$ cat src/rtl/fetch_pkg.sv
// Shared constants and types for the instruction prefetch queue.
//   WINDOW_BYTES   : width of the presented instruction window in bytes
//   DEFAULT_ROM_AW : default instruction ROM address width
//   DEFAULT_DEPTH  : default queue capacity in bytes
//   len_t          : consume length (1-4 meaningful, 0 = no-op, 5-7 clamp to 4)
package fetch_pkg;

    localparam int unsigned WINDOW_BYTES   = 4;
    localparam int unsigned DEFAULT_ROM_AW = 10;
    localparam int unsigned DEFAULT_DEPTH  = 8;

    typedef logic [2:0] len_t;

endpackage

$ cat src/rtl/byte_queue.sv
// Circular byte queue with single-byte push, 0-4 byte pop and a 4-byte peek window.
// Ports:
//   clk, rst        : clock, synchronous active-high reset
//   flush           : drop all contents (head jumps to tail); wins over push/pop
//   push, push_data : append one byte at the tail
//   pop_len         : bytes retired from the head this cycle (caller keeps it <= count)
//   peek            : {q[3],q[2],q[1],q[0]}, bytes beyond count read as 0
//   count           : current occupancy
module byte_queue
    import fetch_pkg::*;
#(
    parameter int unsigned DEPTH = DEFAULT_DEPTH,
    localparam int unsigned AW   = $clog2(DEPTH),
    localparam int unsigned CW   = AW + 1
) (
    input  logic                        clk,
    input  logic                        rst,
    input  logic                        flush,
    input  logic                        push,
    input  logic [7:0]                  push_data,
    input  len_t                        pop_len,
    output logic [8*WINDOW_BYTES-1:0]   peek,
    output logic [CW-1:0]               count
);

    logic [7:0]    mem_q [DEPTH];
    logic [AW-1:0] head_q, head_d;
    logic [AW-1:0] tail_q, tail_d;
    logic [CW-1:0] count_q, count_d;

    always_comb begin
        head_d  = head_q + AW'(pop_len);
        tail_d  = tail_q + AW'(push);
        count_d = count_q + CW'(push) - CW'(pop_len);
        if (flush) begin
            head_d  = tail_q;
            tail_d  = tail_q;
            count_d = '0;
        end
    end

    always_ff @(posedge clk) begin
        if (rst) begin
            head_q  <= '0;
            tail_q  <= '0;
            count_q <= '0;
        end else begin
            head_q  <= head_d;
            tail_q  <= tail_d;
            count_q <= count_d;
        end
    end

    // Storage needs no reset: unoccupied slots are masked in the peek window.
    always_ff @(posedge clk) begin
        if (push && !flush && !rst) begin
            mem_q[tail_q] <= push_data;
        end
    end

    always_comb begin
        peek = '0;
        for (int i = 0; i < int'(WINDOW_BYTES); i++) begin
            if (CW'(i) < count_q) begin
                peek[8*i +: 8] = mem_q[head_q + AW'(i)];
            end
        end
    end

    assign count = count_q;

endmodule

$ cat src/rtl/instr_prefetch_queue.sv
// Instruction prefetch queue: streams bytes from a registered-address byte ROM starting
// at a loaded PC and presents a 4-byte little-endian window with its PC.
// Ports:
//   clk, rst             : clock, synchronous active-high reset
//   en                   : fetch enable (gates new ROM reads only)
//   pc_in, pc_load       : redirect target and strobe (flush + restart fetch)
//   rom_addr, rom_data   : ROM read port; data valid the cycle after the address
//   instr_word, instr_pc : window {q[3],q[2],q[1],q[0]} and byte address of q[0]
//   instr_valid          : window holds at least 4 bytes
//   consume, consume_len : receiver retires 1-4 bytes (ignored while not valid)
//   byte_count           : queue occupancy (debug)
module instr_prefetch_queue
    import fetch_pkg::*;
#(
    parameter int unsigned DEPTH  = DEFAULT_DEPTH,
    parameter int unsigned ROM_AW = DEFAULT_ROM_AW
) (
    input  logic              clk,
    input  logic              rst,
    input  logic              en,
    input  logic [31:0]       pc_in,
    input  logic              pc_load,
    output logic [ROM_AW-1:0] rom_addr,
    input  logic [7:0]        rom_data,
    output logic [31:0]       instr_word,
    output logic [31:0]       instr_pc,
    output logic              instr_valid,
    input  logic              consume,
    input  len_t              consume_len,
    output logic [3:0]        byte_count
);

    localparam int unsigned CW = $clog2(DEPTH) + 1;
    localparam int unsigned OW = CW + 1;

    logic [31:0]   fetch_ptr_q, fetch_ptr_d;
    logic [31:0]   instr_pc_q, instr_pc_d;
    logic          epoch_q, epoch_d;
    logic          inflight_q, inflight_d;
    logic          inflight_epoch_q, inflight_epoch_d;

    logic [CW-1:0] count;
    logic [OW-1:0] occupancy;
    logic          issue;
    logic          capture;
    len_t          pop_len;

    // Space is reserved at issue time against pre-consume occupancy plus the pending
    // read, so a capture can never overflow the queue.
    assign occupancy   = {1'b0, count} + OW'(inflight_q);
    assign issue       = en && !pc_load && (occupancy < OW'(DEPTH));
    // A read issued before a redirect carries the old epoch and is dropped.
    assign capture     = inflight_q && (inflight_epoch_q == epoch_q) && !pc_load;
    assign instr_valid = (count >= CW'(WINDOW_BYTES));

    always_comb begin
        pop_len = '0;
        if (consume && instr_valid && !pc_load) begin
            pop_len = (consume_len > len_t'(WINDOW_BYTES)) ? len_t'(WINDOW_BYTES)
                                                           : consume_len;
        end
    end

    always_comb begin
        fetch_ptr_d      = fetch_ptr_q + 32'(issue);
        instr_pc_d       = instr_pc_q + 32'(pop_len);
        epoch_d          = epoch_q;
        inflight_d       = issue;
        inflight_epoch_d = epoch_q;
        if (pc_load) begin
            fetch_ptr_d = pc_in;
            instr_pc_d  = pc_in;
            epoch_d     = ~epoch_q;
            inflight_d  = 1'b0;
        end
    end

    always_ff @(posedge clk) begin
        if (rst) begin
            fetch_ptr_q      <= '0;
            instr_pc_q       <= '0;
            epoch_q          <= 1'b0;
            inflight_q       <= 1'b0;
            inflight_epoch_q <= 1'b0;
        end else begin
            fetch_ptr_q      <= fetch_ptr_d;
            instr_pc_q       <= instr_pc_d;
            epoch_q          <= epoch_d;
            inflight_q       <= inflight_d;
            inflight_epoch_q <= inflight_epoch_d;
        end
    end

    byte_queue #(
        .DEPTH (DEPTH)
    ) u_queue (
        .clk       (clk),
        .rst       (rst),
        .flush     (pc_load),
        .push      (capture),
        .push_data (rom_data),
        .pop_len   (pop_len),
        .peek      (instr_word),
        .count     (count)
    );

    assign rom_addr   = fetch_ptr_q[ROM_AW-1:0];
    assign instr_pc   = instr_pc_q;
    assign byte_count = 4'(count);

endmodule

$ cat config.mk
export PLATFORM = sky130hd
export DESIGN_NAME = instr_prefetch_queue
export DESIGN_NICKNAME = d
export VERILOG_FILES = /design/src/rtl/fetch_pkg.sv /design/src/rtl/byte_queue.sv /design/src/rtl/instr_prefetch_queue.sv
export SDC_FILE = /design/constraint.sdc
export NUM_CORES = 1
export LEC_CHECK = 0
export ABC_CLOCK_PERIOD_IN_PS = 5300
export CAP_MARGIN = 15
export CORE_UTILIZATION = 45
export DETAILED_ROUTE_END_ITERATION = 10
export PLACE_DENSITY = 0.7
export SETUP_SLACK_MARGIN = 0.1
export SLEW_MARGIN = 20
export SYNTH_ARGS = -nofsm -noshare
export SYNTH_HDL_FRONTEND = slang
export SYNTH_SLANG_ARGS = --single-unit
$ cat constraint.sdc
create_clock -name clk -period 5.3 [get_ports clk]
set_input_delay 0.795 -clock clk [delete_from_list [all_inputs] [get_ports clk]]
set_output_delay 0.795 -clock clk [all_outputs]
set_load 0.05 [all_outputs]
**Word level (Yosys, flattened, before mapping)**

Memories as Yosys holds them, arrays and structs flattened. A register that Yosys moved wholly into a read port is not among the register bits.
Index checks and enable logic that the tools add are counted.

- Bits in registers: 77
- Memory bits (writable): 64
- Input bits: 48
- Output and inout bits: 79
- Logic and storage cells: 51
- Memories kept: 1

Memory list:

| memory | depth | width | rd ports | clocked after memory_dff | write ports | line | text |
|---|---|---|---|---|---|---|---|
| u_queue.mem_q | 8 | 8 | 4 | 1 | 1 | byte_queue.sv:26 | `logic [7:0] mem_q [DEPTH];` |

- $add $sub $neg: 10
- Order comparisons: 7
- Equal/unequal tests: 1
- Muxes and demuxes: 12
- Bitwise operators: 1
- Reduce and logical (&&, ||, !) cells: 11

Operators with widths:

| kind | count |
|---|---|
| 2-to-1 mux 32 bit | 2 |
| adder 32 x 1 -> 32 bit | 1 |
| adder 32 x 3 -> 32 bit | 1 |
| 2-to-1 mux 8 bit | 4 |
| 2-to-1 mux 3 bit | 4 |
| logical AND 1 bit | 8 |
| < comparator 1 x 4 -> 1 bit, first input constant | 2 |
| < comparator 2 x 4 -> 1 bit, first input constant | 2 |
| adder 3 x 2 -> 3 bit, second input constant | 2 |
| adder 4 x 1 -> 5 bit | 1 |
| < comparator 5 x 4 -> 1 bit, second input constant | 1 |
| adder 4 x 1 -> 4 bit | 1 |
| greater-or-equal comparator 4 x 3 -> 1 bit, second input constant | 1 |
| subtractor 4 x 3 -> 4 bit | 1 |
| adder 3 x 1 -> 3 bit | 1 |
| adder 3 x 1 -> 3 bit, second input constant | 1 |
| adder 3 bit | 1 |
| > comparator 3 bit, second input constant | 1 |
| logical NOT 1 bit | 2 |
| 2-to-1 mux 1 bit | 2 |
| OR reduction 2 bit | 1 |
| equality test 1 bit | 1 |
| NOT 1 bit | 1 |

**Logic depth before layout (Yosys ltp)**

Gate-level depths: netlist of the first run.

- Depth after elaboration: 7
- Depth in mapped cells: 12

**Cells and area by module**

A second synthesis of the first run with hierarchy kept.

- Cells, all modules: 611
- Area, all modules: 6,882.9 sq um

Modules (own cells, without submodules):

| module | times used | cells an instance | area an instance (sq um) | seq. area each (sq um) |
|---|---|---|---|---|
| byte_queue | 1 | 332 | 4,428.0 | 2,122.0 |
| instr_prefetch_queue | 1 | 279 | 2,454.9 | 900.9 |

**Least setup slack after synthesis of the first run**

Ideal clock, no wire load.

- Path type: register to output
- Start: register u_queue.head_q[0]
- End: output instr_word[29]
- Data arrival time: 3,438 ps
- Required time: 4,505 ps
- Setup slack: 1,067 ps
- Stages on the path, launching flop included: 11
- Path buffers: 4
- Path through: dfxtp_1 > buf_2 > buf_1 > clkbuf_1 > inv_1 > ha_1 > xnor2_1 > clkbuf_1 > mux4_2 > mux2i_1 > nor2_1

- Cells in the longest elaborated chain, start to end: 3

Ends and longest elaborated chain:

| item | line | text |
|---|---|---|
| from (decl) | byte_queue.sv:27 | `logic [AW-1:0] head_q, head_d;` |
| from (signal assigned) | byte_queue.sv:44 | `head_q <= '0;` |
| from (signal assigned) | byte_queue.sv:48 | `head_q <= head_d;` |
| adder 3 x 2 -> 3 bit | byte_queue.sv:65 | `peek[8*i +: 8] = mem_q[head_q + AW'(i)];` |
| memory read (8 x 8 bit) | n/a |  |
| 2-to-1 mux 8 bit | byte_queue.sv:64 | `if (CW'(i) < count_q) begin` |
| to (decl) | instr_prefetch_queue.sv:25 | `output logic [31:0] instr_word,` |

No other way between the ends.

**Worst setup path after layout of the first run**

- Start: register u_queue.count_q[2], in the netlist u_queue.count[2]
- End: output instr_word[22]

- Cells in the longest elaborated chain, start to end: 2

Ends and longest elaborated chain:

| item | line | text |
|---|---|---|
| from (decl) | byte_queue.sv:29 | `logic [CW-1:0] count_q, count_d;` |
| from (signal assigned) | byte_queue.sv:50 | `count_q <= count_d;` |
| < comparator 2 x 4 -> 1 bit | byte_queue.sv:64 |  |
| 2-to-1 mux 8 bit | byte_queue.sv:64 |  |

No other way between the ends.

==> impl_metrics.sql, run 1 <==
INSERT INTO impl_metrics (metric_group, metric, value, unit) VALUES
('yosys', 'syn_inst', '608', ''),
('yosys', 'synth.net_count', '675', ''),
('grt', 'number_of_antenna_violations_at_the_first_check_in_global_routing', '0', ''),
('cells_and_area', 'antenna_cells_inserted', '0', ''),
('pwr', 'power.share.switching', '24.4', '%'),
('setup_path', 'worst_path_dominant_cell_family', 'buffers and inverters', ''),
('pwr', 'p_leak', '0.00300', 'uW'),
('yosys', 'post_synth_num_cell_types', '49', ''),
('route', 'aggregate_routed_wire_length', '18.1', 'mm'),
('route', 'detailedRoute.firstIterationViolations', '325', ''),
('setup_path', 'critPathMaxFanout', '9', ''),
('route', 'vias', '5613', ''),
('setup_path', 'worstSetupStartpointType', 'flop', ''),
('clock_tree', 'clk_pin_slew', '0.05', 'ns'),
('route', 'drt.antenna.violating_nets', '0', ''),
('placement', 'finalWeightedCongestion', '0.806', ''),
('setup_path', 'worst_path_largest_cell_delay', '0.79', 'ns'),
('grt', 'track_usage', '22.9', '%'),
('sta', 'max_freq', '230', 'MHz'),
('flow_run', 'maxCapViolCount', '0', ''),
('yosys', 'synth_enable_flop_cells', '64', ''),
('yosys', 'synthesis.area_per_instance', '11.6', 'um^2'),
('hold_path', 'hold_class', 'flop to flop', ''),
('grt', 'grt_pass1_wl', '28.8', 'mm'),
('sta', 'worst_pin_slew', '0.995', 'ns'),
('clock_tree', 'clk_latency', '0.41', 'ns'),
('sta', 'rsz0062_at_grt', 'false', ''),
('setup_path', 'crit_slowest_cell', 'sky130_fd_sc_hd__a21oi_1', ''),
('sta', 'slew_headroom', '33.4', '%'),
('setup_path', 'reg2reg_depth', '11', ''),
('die', 'core_area', '15300', 'um^2'),
('route', 'post_drt_wl_per_cell', '19.0', 'um'),
('clock_tree', 'htree_num_levels', '4', ''),
('yosys', 'ys_dominant_reg_cell', 'sky130_fd_sc_hd__edfxtp_1', ''),
('sta', 'period_needed', '4.35', 'ns'),
('placement', 'numPlacedInstances', '923', ''),
('setup_path', 'buffer_and_inverter_count_on_the_worst_path', '2', ''),
('die', 'design.die.area', '16200', 'um^2'),
('route', 'drc', '0', ''),
('route', 'viasPerCell', '5.88', ''),
('grt', 'first_global_vias', '5592', ''),
('die', 'initial_utilization', '46.4', '%'),
('pwr', 'seq_power_share', '42.4', '%'),
('setup_path', 'worst-setup-path-type', 'flop to primary output', ''),
('grt', 'grt-ovfl-total', '0', ''),
('clock_tree', 'cts_inserted_buffers', '17', ''),
('clock_tree', 'postCtsHoldBufs', '0', ''),
('setup_path', 'cpMostUsedCell', 'sky130_fd_sc_hd__nor2_1', ''),
('yosys', 'ys.warnings.count', '0', ''),
('yosys', 'ys_seq_area_share', '42.7', '%'),
('pwr', 'power_report.internal_total', '1830', 'uW'),
('status', 'outcome', 'finished clean', ''),
('placement', 'io_buffer_count', '126', ''),
('cells_and_area', 'num-fill-cells', '1245', ''),
('clock_tree', 'clock_tree_from_tritoncts', 'built', ''),
('setup_path', 'arrival', '3.55', 'ns'),
('setup_path', 'worstPathCellList', 'nor2_1 -> clkinv_1 -> a21oi_1 -> nor2_1 -> clkdlybuf4s50_1', ''),
('sta', 'final_max_slew_viol_count', '0', ''),
('yosys', 'synth.ff_latch_count', '119', ''),
('pwr', 'power.density_cell_area', '265', 'nW/um^2'),
('cells_and_area', 'final_layout_size_suffix_gt1_share', '15.5', '%'),
('placement', 'detailedPlacementHpwl', '13.0', 'mm'),
('pwr', 'peakVddDrop', '0.168', 'mV'),
('clock_tree', 'cts.repair_timing.setup_buffer_count', '0', ''),
('clock_tree', 'cts_max_path_buffers', '2', ''),
('route', 'firstDrtPassIters', '5', ''),
('die', 'die_y', '127', 'um'),
('sta', 'fin_worst_skew', '0.0112', 'ns'),
('setup_path', 'cp_num_cells', '5', ''),
('die', 'num_rows', '45', ''),
('sta', 'layout_worst_path_cycle_share', '82.0', '%');
## area by class of cell
class / instances / area [um^2] / area share, %
Clock buffer: 18 / 429 / 4.69
Tap cell: 211 / 264 / 2.88
Inverter: 23 / 86.3 / 0.943
Multi-Input combinational cell: 432 / 3840 / 41.9
Clock inverter: 14 / 158 / 1.72
Sequential cell: 119 / 3030 / 33.1
Timing Repair Buffer: 138 / 1350 / 14.8
## flip-flops by register name, indices dropped and copies added (netlist names)
signal and flops:
inflight_q 1, u_queue.head_q 3, u_queue.tail_q 3, fetch_ptr_q 10
epoch_q 1, u_queue.count 4, inflight_epoch_q 1, u_queue.mem_q 64
instr_pc 32
## metal layers
metal,vias to the layer above,wire length (um),global-route usage [%],part of all wire (%)
met5,-,0,0,0
met4,0,420,8.47,2.3
met3,35,1180,5.40,6.5
met2,238,9240,39.4,51
met1,2744,7290,28.1,40
li1,2596,-,-,-
## cell families after synthesis
logic type	count (synthesis)	synth area share [%]
compound gates	93	9.10
xor+xnor	25	3.09
fa+ha+maj	19	3.68
buf+inv	57	3.16
flops	119	42.7
mux	92	24.1
simple gates	203	14.1
## cells in the final DEF (no fill, tap or decap), types with 3 or more instances in the layout
cell                              instances
sky130_fd_sc_hd__and3_1                   6
sky130_fd_sc_hd__buf_4                   12
sky130_fd_sc_hd__and4_1                   7
sky130_fd_sc_hd__nor2_1                  70
sky130_fd_sc_hd__o21ai_0                  6
sky130_fd_sc_hd__nand2_1                 45
sky130_fd_sc_hd__nor3_1                   8
sky130_fd_sc_hd__clkbuf_16               17
sky130_fd_sc_hd__clkinv_1                 3
sky130_fd_sc_hd__fa_1                     3
sky130_fd_sc_hd__nor4_1                   4
sky130_fd_sc_hd__inv_1                   21
sky130_fd_sc_hd__clkdlybuf4s50_1        126
sky130_fd_sc_hd__dfxtp_1                 53
sky130_fd_sc_hd__o31ai_1                  5
sky130_fd_sc_hd__or4_1                    4
sky130_fd_sc_hd__a21oi_1                 28
sky130_fd_sc_hd__a21boi_0                13
sky130_fd_sc_hd__clkinv_2                 6
sky130_fd_sc_hd__mux2i_1                 29
sky130_fd_sc_hd__nand2b_1                 3
sky130_fd_sc_hd__a31oi_1                  5
sky130_fd_sc_hd__a21o_1                   3
sky130_fd_sc_hd__bufinv_16                3
sky130_fd_sc_hd__xnor2_1                 13
sky130_fd_sc_hd__nor2b_1                 10
sky130_fd_sc_hd__a211oi_1                 4
sky130_fd_sc_hd__and2_1                   7
sky130_fd_sc_hd__ha_1                    16
sky130_fd_sc_hd__xor2_1                  12
sky130_fd_sc_hd__a2111oi_0                7
sky130_fd_sc_hd__edfxtp_1                64
sky130_fd_sc_hd__nand4_1                 11
sky130_fd_sc_hd__mux4_2                  63
sky130_fd_sc_hd__nand3_1                 12
sky130_fd_sc_hd__a311oi_1                12
sky130_fd_sc_hd__or3_1                    7
## metrics by stage
step                area [um^2]  utilization, %  worst slack [ns]
floorplan                  7080               -              1.07
global placement           8570            56.1              1.33
detailed placement         8570            56.1              1.17
CTS                        9150            60.0             0.950
global route               9150            60.0             0.728
finish                     9150            60.0             0.953
## power groups by stage
stage | Sequential (uW) | Clock [uW] | Combinational [uW]
after floorplan | 1110 | 0 | 74.3
after global placement | 1050 | 0 | 248
after detailed placement | 1050 | 0 | 252
after CTS | 1030 | 1160 | 254
after global routing | 1030 | 1200 | 268
final | 1030 | 1140 | 253
## synthesized netlist by cell type (3+ instances only)
library cell / n / area, um^2
sky130_fd_sc_hd__a211oi_1: 4 / 30.0
sky130_fd_sc_hd__nand2_1: 45 / 169
sky130_fd_sc_hd__a21boi_0: 13 / 97.6
sky130_fd_sc_hd__inv_1: 21 / 78.8
sky130_fd_sc_hd__or4_1: 4 / 30.0
sky130_fd_sc_hd__nor4_1: 4 / 25.0
sky130_fd_sc_hd__mux2i_1: 29 / 290
sky130_fd_sc_hd__xor2_1: 12 / 105
sky130_fd_sc_hd__edfxtp_1: 64 / 1920
sky130_fd_sc_hd__and4_1: 7 / 61.3
sky130_fd_sc_hd__fa_1: 3 / 60.1
sky130_fd_sc_hd__mux4_2: 63 / 1420
sky130_fd_sc_hd__a2111oi_0: 7 / 61.3
sky130_fd_sc_hd__o21ai_0: 6 / 30.0
sky130_fd_sc_hd__a31oi_1: 5 / 31.3
sky130_fd_sc_hd__nor3_1: 9 / 45.0
sky130_fd_sc_hd__or3_1: 7 / 43.8
sky130_fd_sc_hd__clkbuf_1: 20 / 75.1
sky130_fd_sc_hd__dfxtp_1: 55 / 1100
sky130_fd_sc_hd__nand2b_1: 3 / 18.8
sky130_fd_sc_hd__nor2b_1: 10 / 62.6
sky130_fd_sc_hd__and3_1: 6 / 37.5
sky130_fd_sc_hd__buf_1: 11 / 41.3
sky130_fd_sc_hd__a311oi_1: 12 / 105
sky130_fd_sc_hd__o31ai_1: 5 / 37.5
sky130_fd_sc_hd__a21o_1: 3 / 22.5
sky130_fd_sc_hd__ha_1: 16 / 200
sky130_fd_sc_hd__xnor2_1: 13 / 114
sky130_fd_sc_hd__and2_1: 7 / 43.8
sky130_fd_sc_hd__a21oi_1: 28 / 140
sky130_fd_sc_hd__nand4_1: 11 / 68.8
sky130_fd_sc_hd__nand3_1: 12 / 60.1
sky130_fd_sc_hd__nor2_1: 70 / 263
## final timing paths
path                         start          endpoint  slack [ns]
hold reg to reg            epoch_q  inflight_epoch_q        0.51
setup / recovery  u_queue.count[2]    instr_word[22]        0.95
setup reg to reg  u_queue.count[2]      instr_pc[20]        1.37
hold / removal             epoch_q  inflight_epoch_q        0.51
(Power assumes the default switching activity.)
==> run 2, diff against run 1 <==
--- a/config.mk
+++ b/config.mk
@@ -5,7 +5,7 @@
 export SDC_FILE = /design/constraint.sdc
 export NUM_CORES = 1
 export LEC_CHECK = 0
-export ABC_CLOCK_PERIOD_IN_PS = 5300
+export ABC_CLOCK_PERIOD_IN_PS = 4400
 export CAP_MARGIN = 15
 export CORE_UTILIZATION = 45
 export DETAILED_ROUTE_END_ITERATION = 10
==> constraint.sdc (replaced) <==
create_clock -name clk -period 4.4 [get_ports clk]
set_input_delay 0.66 -clock clk [delete_from_list [all_inputs] [get_ports clk]]
set_output_delay 0.66 -clock clk [all_outputs]
set_load 0.05 [all_outputs]
==> run 2 against run 1 <==
Compared with the run above:
- routed wire length is 4.5% higher
- final area is 1.6% higher
- clock power is 20% higher
- power is 20% higher
- sequential power is 20% higher
- first-iteration DRC count is 29% higher
- sequential cell count stayed put
- largest cell class unchanged
- highest routed layer unchanged
==> impl_metrics.sql, run 2 (same netlist as run 1, synthesis figures left out) <==
INSERT INTO impl_metrics (metric_group, metric, value, unit) VALUES
('clock_tree', 'cts_repair_resize_count', '0', ''),
('setup_path', 'worst-setup-path-type', 'flop to primary output', ''),
('die', 'initial_utilization', '46.4', '%'),
('sta', 'layout_worst_path_cycle_share', '87.5', '%'),
('setup_path', 'arrival', '3.19', 'ns'),
('clock_tree', 'clk_pin_slew', '0.05', 'ns'),
('cells_and_area', 'antenna_cells_inserted', '0', ''),
('die', 'boundaryPins', '127', ''),
('clock_tree', 'cts_root_buffer', 'sky130_fd_sc_hd__clkbuf_16', ''),
('flow_run', 'maxCapViolCount', '0', ''),
('route', 'detailedRoute.firstIterationViolations', '419', ''),
('cells_and_area', 'layout_common_cells', 'sky130_fd_sc_hd__clkdlybuf4s50_1, sky130_fd_sc_hd__nor2_1, sky130_fd_sc_hd__edfxtp_1, sky130_fd_sc_hd__mux4_2, sky130_fd_sc_hd__dfxtp_1', ''),
('cells_and_area', 'mostFrequentLayoutCell', 'sky130_fd_sc_hd__clkdlybuf4s50_1', ''),
('route', 'post_drt_wl_per_cell', '19.6', 'um'),
('route', 'vias', '5712', ''),
('setup_path', 'cp-end-kind', 'primary output', ''),
('pwr', 'power.density_cell_area', '314', 'nW/um^2'),
('sta', 'fin_setup_tns', '0', 'ns'),
('setup_path', 'worst_path_dominant_cell_family', 'buffers and inverters', ''),
('grt', 'grt_start_max_net_pins', '46', ''),
('grt', 'track_usage', '24.3', '%'),
('clock_tree', 'clkSinkCount', '119', ''),
('cells_and_area', 'postLayoutCellArea', '9300', 'um^2'),
('sta', 'setup_viol_count_final', '0', ''),
('sta', 'rsz0062_at_grt', 'false', ''),
('grt', 'number_of_antenna_violations_at_the_first_check_in_global_routing', '0', ''),
('setup_path', 'critPathRequiredTime', '3.74', 'ns'),
('grt', 'grt_pass1_wl', '30.1', 'mm'),
('die', 'die_y', '127', 'um'),
('sta', 'max_freq', '260', 'MHz'),
('clock_tree', 'postCtsHoldBufs', '0', ''),
('sta', 'slew_headroom', '38.7', '%'),
('hold_path', 'hold_class', 'flop to flop', ''),
('setup_path', 'buffer_and_inverter_count_on_the_worst_path', '3', ''),
('cells_and_area', 'fin_cells', '967', ''),
('die', 'design.die.area', '16200', 'um^2'),
('clock_tree', 'cts.repair_timing.setup_buffer_count', '0', ''),
('clock_tree', 'clock_tree_from_tritoncts', 'built', ''),
('status', 'outcome', 'finished clean', ''),
('setup_path', 'worst_path_largest_cell_delay', '0.71', 'ns'),
('route', 'drt.antenna.violating_nets', '0', ''),
('route', 'drc', '0', ''),
('grt', 'grt-ovfl-total', '0', ''),
('pwr', 'p_leak', '0.00310', 'uW'),
('placement', 'dpl-instance-area', '8710', 'um^2'),
('route', 'aggregate_routed_wire_length', '18.9', 'mm'),
('clock_tree', 'cts_inserted_buffers', '17', ''),
('placement', 'io_buffer_count', '126', ''),
('cells_and_area', 'max_reg_flops', '64', ''),
('setup_path', 'worstPathCellList', 'nor2_1 -> clkinv_1 -> a21oi_1 -> buf_4 -> nor2_1 -> clkdlybuf4s50_1', ''),
('setup_path', 'worstSetupStartpointType', 'flop', ''),
('pwr', 'peakVddDrop', '0.220', 'mV'),
('clock_tree', 'htree_num_levels', '4', ''),
('die', 'num_rows', '45', ''),
('placement', 'detailedPlacementHpwl', '13.6', 'mm'),
('sta', 'fin_worst_skew', '0.0126', 'ns'),
('clock_tree', 'cts_max_path_buffers', '2', ''),
('pwr', 'design_power_total', '2920', 'uW'),
('sta', 'final_max_slew_viol_count', '0', ''),
('setup_path', 'cpMostUsedCell', 'sky130_fd_sc_hd__nor2_1', ''),
('placement', 'numPlacedInstances', '935', ''),
('sta', 'period_needed', '3.85', 'ns'),
('die', 'core_area', '15300', 'um^2'),
('route', 'viasPerCell', '5.91', ''),
('cells_and_area', 'largest-register', 'u_queue.mem_q', ''),
('placement', 'finalWeightedCongestion', '0.802', ''),
('die', 'fp.dieW', '127', 'um'),
('grt', 'first_global_vias', '5692', ''),
('clock_tree', 'clk_latency', '0.42', 'ns'),
('route', 'firstDrtPassIters', '5', ''),
('setup_path', 'critPathMaxFanout', '9', ''),
('setup_path', 'crit_slowest_cell', 'sky130_fd_sc_hd__clkdlybuf4s50_1', ''),
('cells_and_area', 'layout-area-overhead-vs-synth', '31.4', '%'),
('cells_and_area', 'final_net_count', '810', ''),
('sta', 'worst_pin_slew', '0.918', 'ns'),
('sta', 'timing_hold_violations_final', '0', ''),
('cells_and_area', 'final_layout_size_suffix_gt1_share', '18.7', '%'),
('sta', 'holdWs', '0.512', 'ns');
[run 2: path summary, 6_finish.rpt]
| kind | cells past startpoint | to | slack [ns] | startpoint |
|---|---|---|---|---|
| setup / recovery | 6 | instr_word[23] | 0.55 | u_queue.count[2] |
| hold / removal | 1 | inflight_epoch_q | 0.51 | epoch_q |
| setup reg to reg | 9 | instr_pc[28] | 0.61 | u_queue.count[2] |
| hold reg to reg | 1 | inflight_epoch_q | 0.51 | epoch_q |
[run 2: area by class of cell]
type                    count  area, um^2
fillers                  1196        5960
clock buffers              18         429
well taps                 211         264
clock inverters            14         158
multi-input cells         432        3830
flip-flops and latches    119        3030
repair buffers            150        1500
inverters                  23        86.3
[run 2: metrics by stage]
step | utilization, % | setup WS [ns]
after floorplan | - | 0.302
after global placement | 57.1 | 0.563
after detailed placement | 57.1 | 0.416
after CTS | 60.9 | 0.560
after global routing | 60.9 | 0.361
final | 60.9 | 0.549
[run 2: worst register-to-register path, stage by stage, from the launching register on]
cell                        delay, ns
sky130_fd_sc_hd__dfxtp_1         0.34
sky130_fd_sc_hd__nor2_1          0.68
sky130_fd_sc_hd__clkinv_1        0.46
sky130_fd_sc_hd__nand3_1         0.23
sky130_fd_sc_hd__inv_1           0.06
sky130_fd_sc_hd__ha_1            0.37
sky130_fd_sc_hd__a21oi_1         0.17
sky130_fd_sc_hd__or4_4           0.63
sky130_fd_sc_hd__o41a_1          0.45
sky130_fd_sc_hd__a2111oi_1       0.30
[run 2: layer usage]
layer	GRT usage, %	share of wire [%]	vias up
met5	0	0	-
met1	29.5	40	2804
met3	5.78	7.5	23
li1	-	-	2625
met4	8.33	1.5	0
met2	42.5	51	260
[run 2: power by group]
part	leakage (uW)	total [uW]	switching, uW	internal [uW]
Sequential	0.00103	1240	40.8	1200
Combinational	0.00179	306	180	126
Clock	0.000281	1370	487	882
==> run 3, diff against run 2 <==
--- a/config.mk
+++ b/config.mk
@@ -10,7 +10,6 @@
 export CORE_UTILIZATION = 45
 export DETAILED_ROUTE_END_ITERATION = 10
 export PLACE_DENSITY = 0.7
-export SETUP_SLACK_MARGIN = 0.1
 export SLEW_MARGIN = 20
 export SYNTH_ARGS = -nofsm -noshare
 export SYNTH_HDL_FRONTEND = slang
==> results of run 3 <==
No change in the layout: final DEF, timing and power equal those of run 2.
==> edit, RTL diff (settings of run 3) <==
Change the package constant `DEFAULT_DEPTH` from 8 to 32.
--- a/src/rtl/fetch_pkg.sv
+++ b/src/rtl/fetch_pkg.sv
@@ -9,3 +9,3 @@
     localparam int unsigned DEFAULT_ROM_AW = 10;
-    localparam int unsigned DEFAULT_DEPTH  = 8;
+    localparam int unsigned DEFAULT_DEPTH  = 32;
 
Behaviour: not the same (a bounded check fails within 10 cycles, from zero or initial values and one cycle with rst high).
==> edit against run 3 <==
  * Routed wire length increased to 3.1 times the old value
  * Total power rose to 2.9 times the old value
  * Synthesized area grew to 2.8 times the old value
  * Via count up 140%
  * Setup slack lost 0.45 ns
  * Design area rose by 150%
  * Sequential cell count grew 198
  * Cell count up 110%
  * Non-clock buffer count increased by 38
  * Synthesized cell count rose by 110%
==> edit: results (changes against run 3) <==
** Global routing
- Via count of the first global-routing pass :: 12900 (+130%)
- Aggregate global-route resource usage :: 26.3% (+2.0 points)
- First-pass GRT wire length :: 84700 µm (+180%)
- The initial antenna violation count came to 0 (unchanged).
- The pin count of the biggest net entering global routing was 95 (+110%).

** Synth
- The mux share of post-synthesis cell area was 35.9% (+12 points).
- Most frequent cells after synthesis :: sky130_fd_sc_hd__mux4_2, sky130_fd_sc_hd__edfxtp_1, sky130_fd_sc_hd__nor2_1, sky130_fd_sc_hd__mux2i_1, sky130_fd_sc_hd__dfxtp_1
- Cells taking the most area after synthesis :: sky130_fd_sc_hd__edfxtp_1, sky130_fd_sc_hd__mux4_2, sky130_fd_sc_hd__dfxtp_1, sky130_fd_sc_hd__mux2i_1, sky130_fd_sc_hd__mux2_2
- The number of enable-type register cells in the synthesized netlist was 256 (+300%).
- Share of the synthesized netlist area taken by xor and xnor gates :: 2.67% (-0.42 points)
- Compound-gate portion of the synthesized area :: 5.12% (-4.0 points)
- Share of the yosys chip area belonging to registers :: 45.2% (+2.5 points)
- Synthesized netlist net count :: 1379 (+100%)
- The share of flip-flops with an asynchronous set or reset after synthesis is 0% (unchanged).
- Adder-cell area share of the yosys netlist :: 1.96% (-1.7 points)
- Predominant post-synthesis flop cell :: sky130_fd_sc_hd__edfxtp_1
- Synthesis warning total :: 0 (unchanged)
- The portion of synthesized cell area occupied by the leading cell type came to 39.0% (+12 points).
- The distinct cell type count after synthesis came to 51 (+4.1%).

** Timing
- Slew Limit Headroom :: 31.8% (-6.9 points)
- Worst clock skew :: 0.0217 ns (+0.00911 ns)

** Finish
- The flip-flop count of the largest register, all copies and words added is 256 (+300%).
- Final nets :: 1500 (+85%)
- Layout cells sized above 1 :: 32.7% (+14 points)
- Ranked by flip-flop count, first place goes to u_queue.mem_q.
- The number of inserted diodes came to 0 (unchanged).

** Clocking
- CTS placed an instance of sky130_fd_sc_hd__clkbuf_16 at the clock tree root.
- The number of buffers between clock root and the deepest sink is 3 (+1).
- H-tree Lvls :: 2 (-2)
- Post-CTS setup-driven buffer insertion count :: 0 (unchanged)
- Clk Latency, worst-skew pair :: 0.55 ns (+0.13 ns)
- CTS buffer count :: 37 (+20)
- Clock-pin slew on the worst setup and hold paths :: 0.06 ns

** Placed design
- The number of I/O port buffers is 126 (unchanged).
- The weighted congestion at the end of routability-driven global placement came to 0.999 (+25%).
- The sum of net half-perimeters after detailed placement is 40800 µm (+200%).

** Power and ir drop
- Leakage power total :: 7.17 nW (+130%)
- The worst IR drop on VDD came to 0.294 mV (+34%).

** Routing
- The via-per-instance ratio was 6.68 (+13%).
- The detailed-route wire length came to 58100 µm (+210%).
- The detailed-router iteration count before antenna repair was 6 (+1).
- The number of violations reported at the end of detailed-routing iteration 0 is 1497 (+260%).

** Outcome
- The flow ran to the end, and the final reports show no timing, DRC or antenna violations.

** Worst hold path
- Worst Hold Class :: reg -> reg

** Worst setup path
- The setup slack of the worst register-to-register path is 0.98 ns (+0.37 ns).
- Worst-path maximum fanout :: 36 (+27)
- Arr. time, crit path :: 3.64 ns (+0.45 ns)
==> edit: cell count changes after synthesis, sizes merged, moves of 11 or more <==
cell	delta
a211oi	+32
a311oi	-12
buf	+57
clkbuf	+15
edfxtp	+192
mux2	+47
mux2i	+46
mux4	+194
nand3	+11
nor2	+32
o221ai	+17
o22ai	+16
xor2	+25
==> edit: final timing paths <==
path | from | end | depth (start not counted)
worst max register to register | u_queue.count[5] | instr_pc[20] | 14
worst min register to register | epoch_q | inflight_epoch_q | 1
worst max-delay path | u_queue.head_q[1] | instr_word[14] | 8
worst min-delay path | epoch_q | inflight_epoch_q | 1
==> edit: layout make-up <==
cell class	count	area [µm²]
repair buffers	188	1760
multi-input cells	859	10300
clock inverters	18	129
inverters	20	75.1
well taps	585	732
fillers	3495	20200
clock buffers	49	1010
flip-flops and latches	317	8920
==> edit: report_power, final <==
group          switching, mW  internal, mW  total (mW)
Combinational           1.45         0.733        2.18
Clock                   1.23          1.69        2.92
Sequential            0.0571          3.28        3.33
Total                   2.74          5.70        8.44
==> edit: critical path, stage by stage, from the launching register on <==
cell                        delay, ns
sky130_fd_sc_hd__dfxtp_4         0.55
sky130_fd_sc_hd__inv_1           0.20
sky130_fd_sc_hd__ha_4            0.48
sky130_fd_sc_hd__buf_12          0.27
sky130_fd_sc_hd__mux4_2          0.34
sky130_fd_sc_hd__mux2_2          0.29
sky130_fd_sc_hd__a2bb2oi_1       0.41
sky130_fd_sc_hd__o221ai_1        0.28
sky130_fd_sc_hd__buf_4           0.25
==> edit: metal layers <==
layer / GRT usage (%) / up-vias / part of all wire [%]
met1: 35.5 / 6965 / 38
met4: 9.57 / 0 / 3.7
met5: 0 / - / 0
met3: 6.32 / 108 / 11
li1: - / 5630 / -
met2: 41.4 / 892 / 47
==> edit: stage by stage <==
| stage | utilization, % | std cells | area (µm²) | worst slack [ns] | hold slack, ns |
|---|---|---|---|---|---|
| 4_1_cts | 53.1 | 2036 | 22900 | 0.0567 | 0.500 |
| 5_1_grt | 53.2 | 2036 | 22900 | 0.0255 | 0.503 |
| 3_3_place_gp | 50.5 | 1969 | 21700 | 0.584 | 0.499 |
| 6_report | 53.2 | 2036 | 22900 | 0.0978 | 0.499 |
| 3_5_place_dp | 50.4 | 1969 | 21700 | 0.582 | 0.504 |
| 2_1_floorplan | - | 1302 | 19700 | 0.172 | 0.486 |
==> edit: repair_timing <==
| action | in CTS | in global routing |
|---|---|---|
| setup endpoints to repair | 1 | 6 |
| hold buffers | 0 | 0 |
| gates resized for setup | 1 | 7 |
==> edit: kinds of logic after synthesis <==
family / after synthesis
multiplexers: 379
AND/OR/NAND/NOR: 244
adder cells (fa/ha/maj): 29
AO/OA/AOI/OAI: 147
buffers and inverters: 126
XOR/XNOR: 60
flip-flops: 317
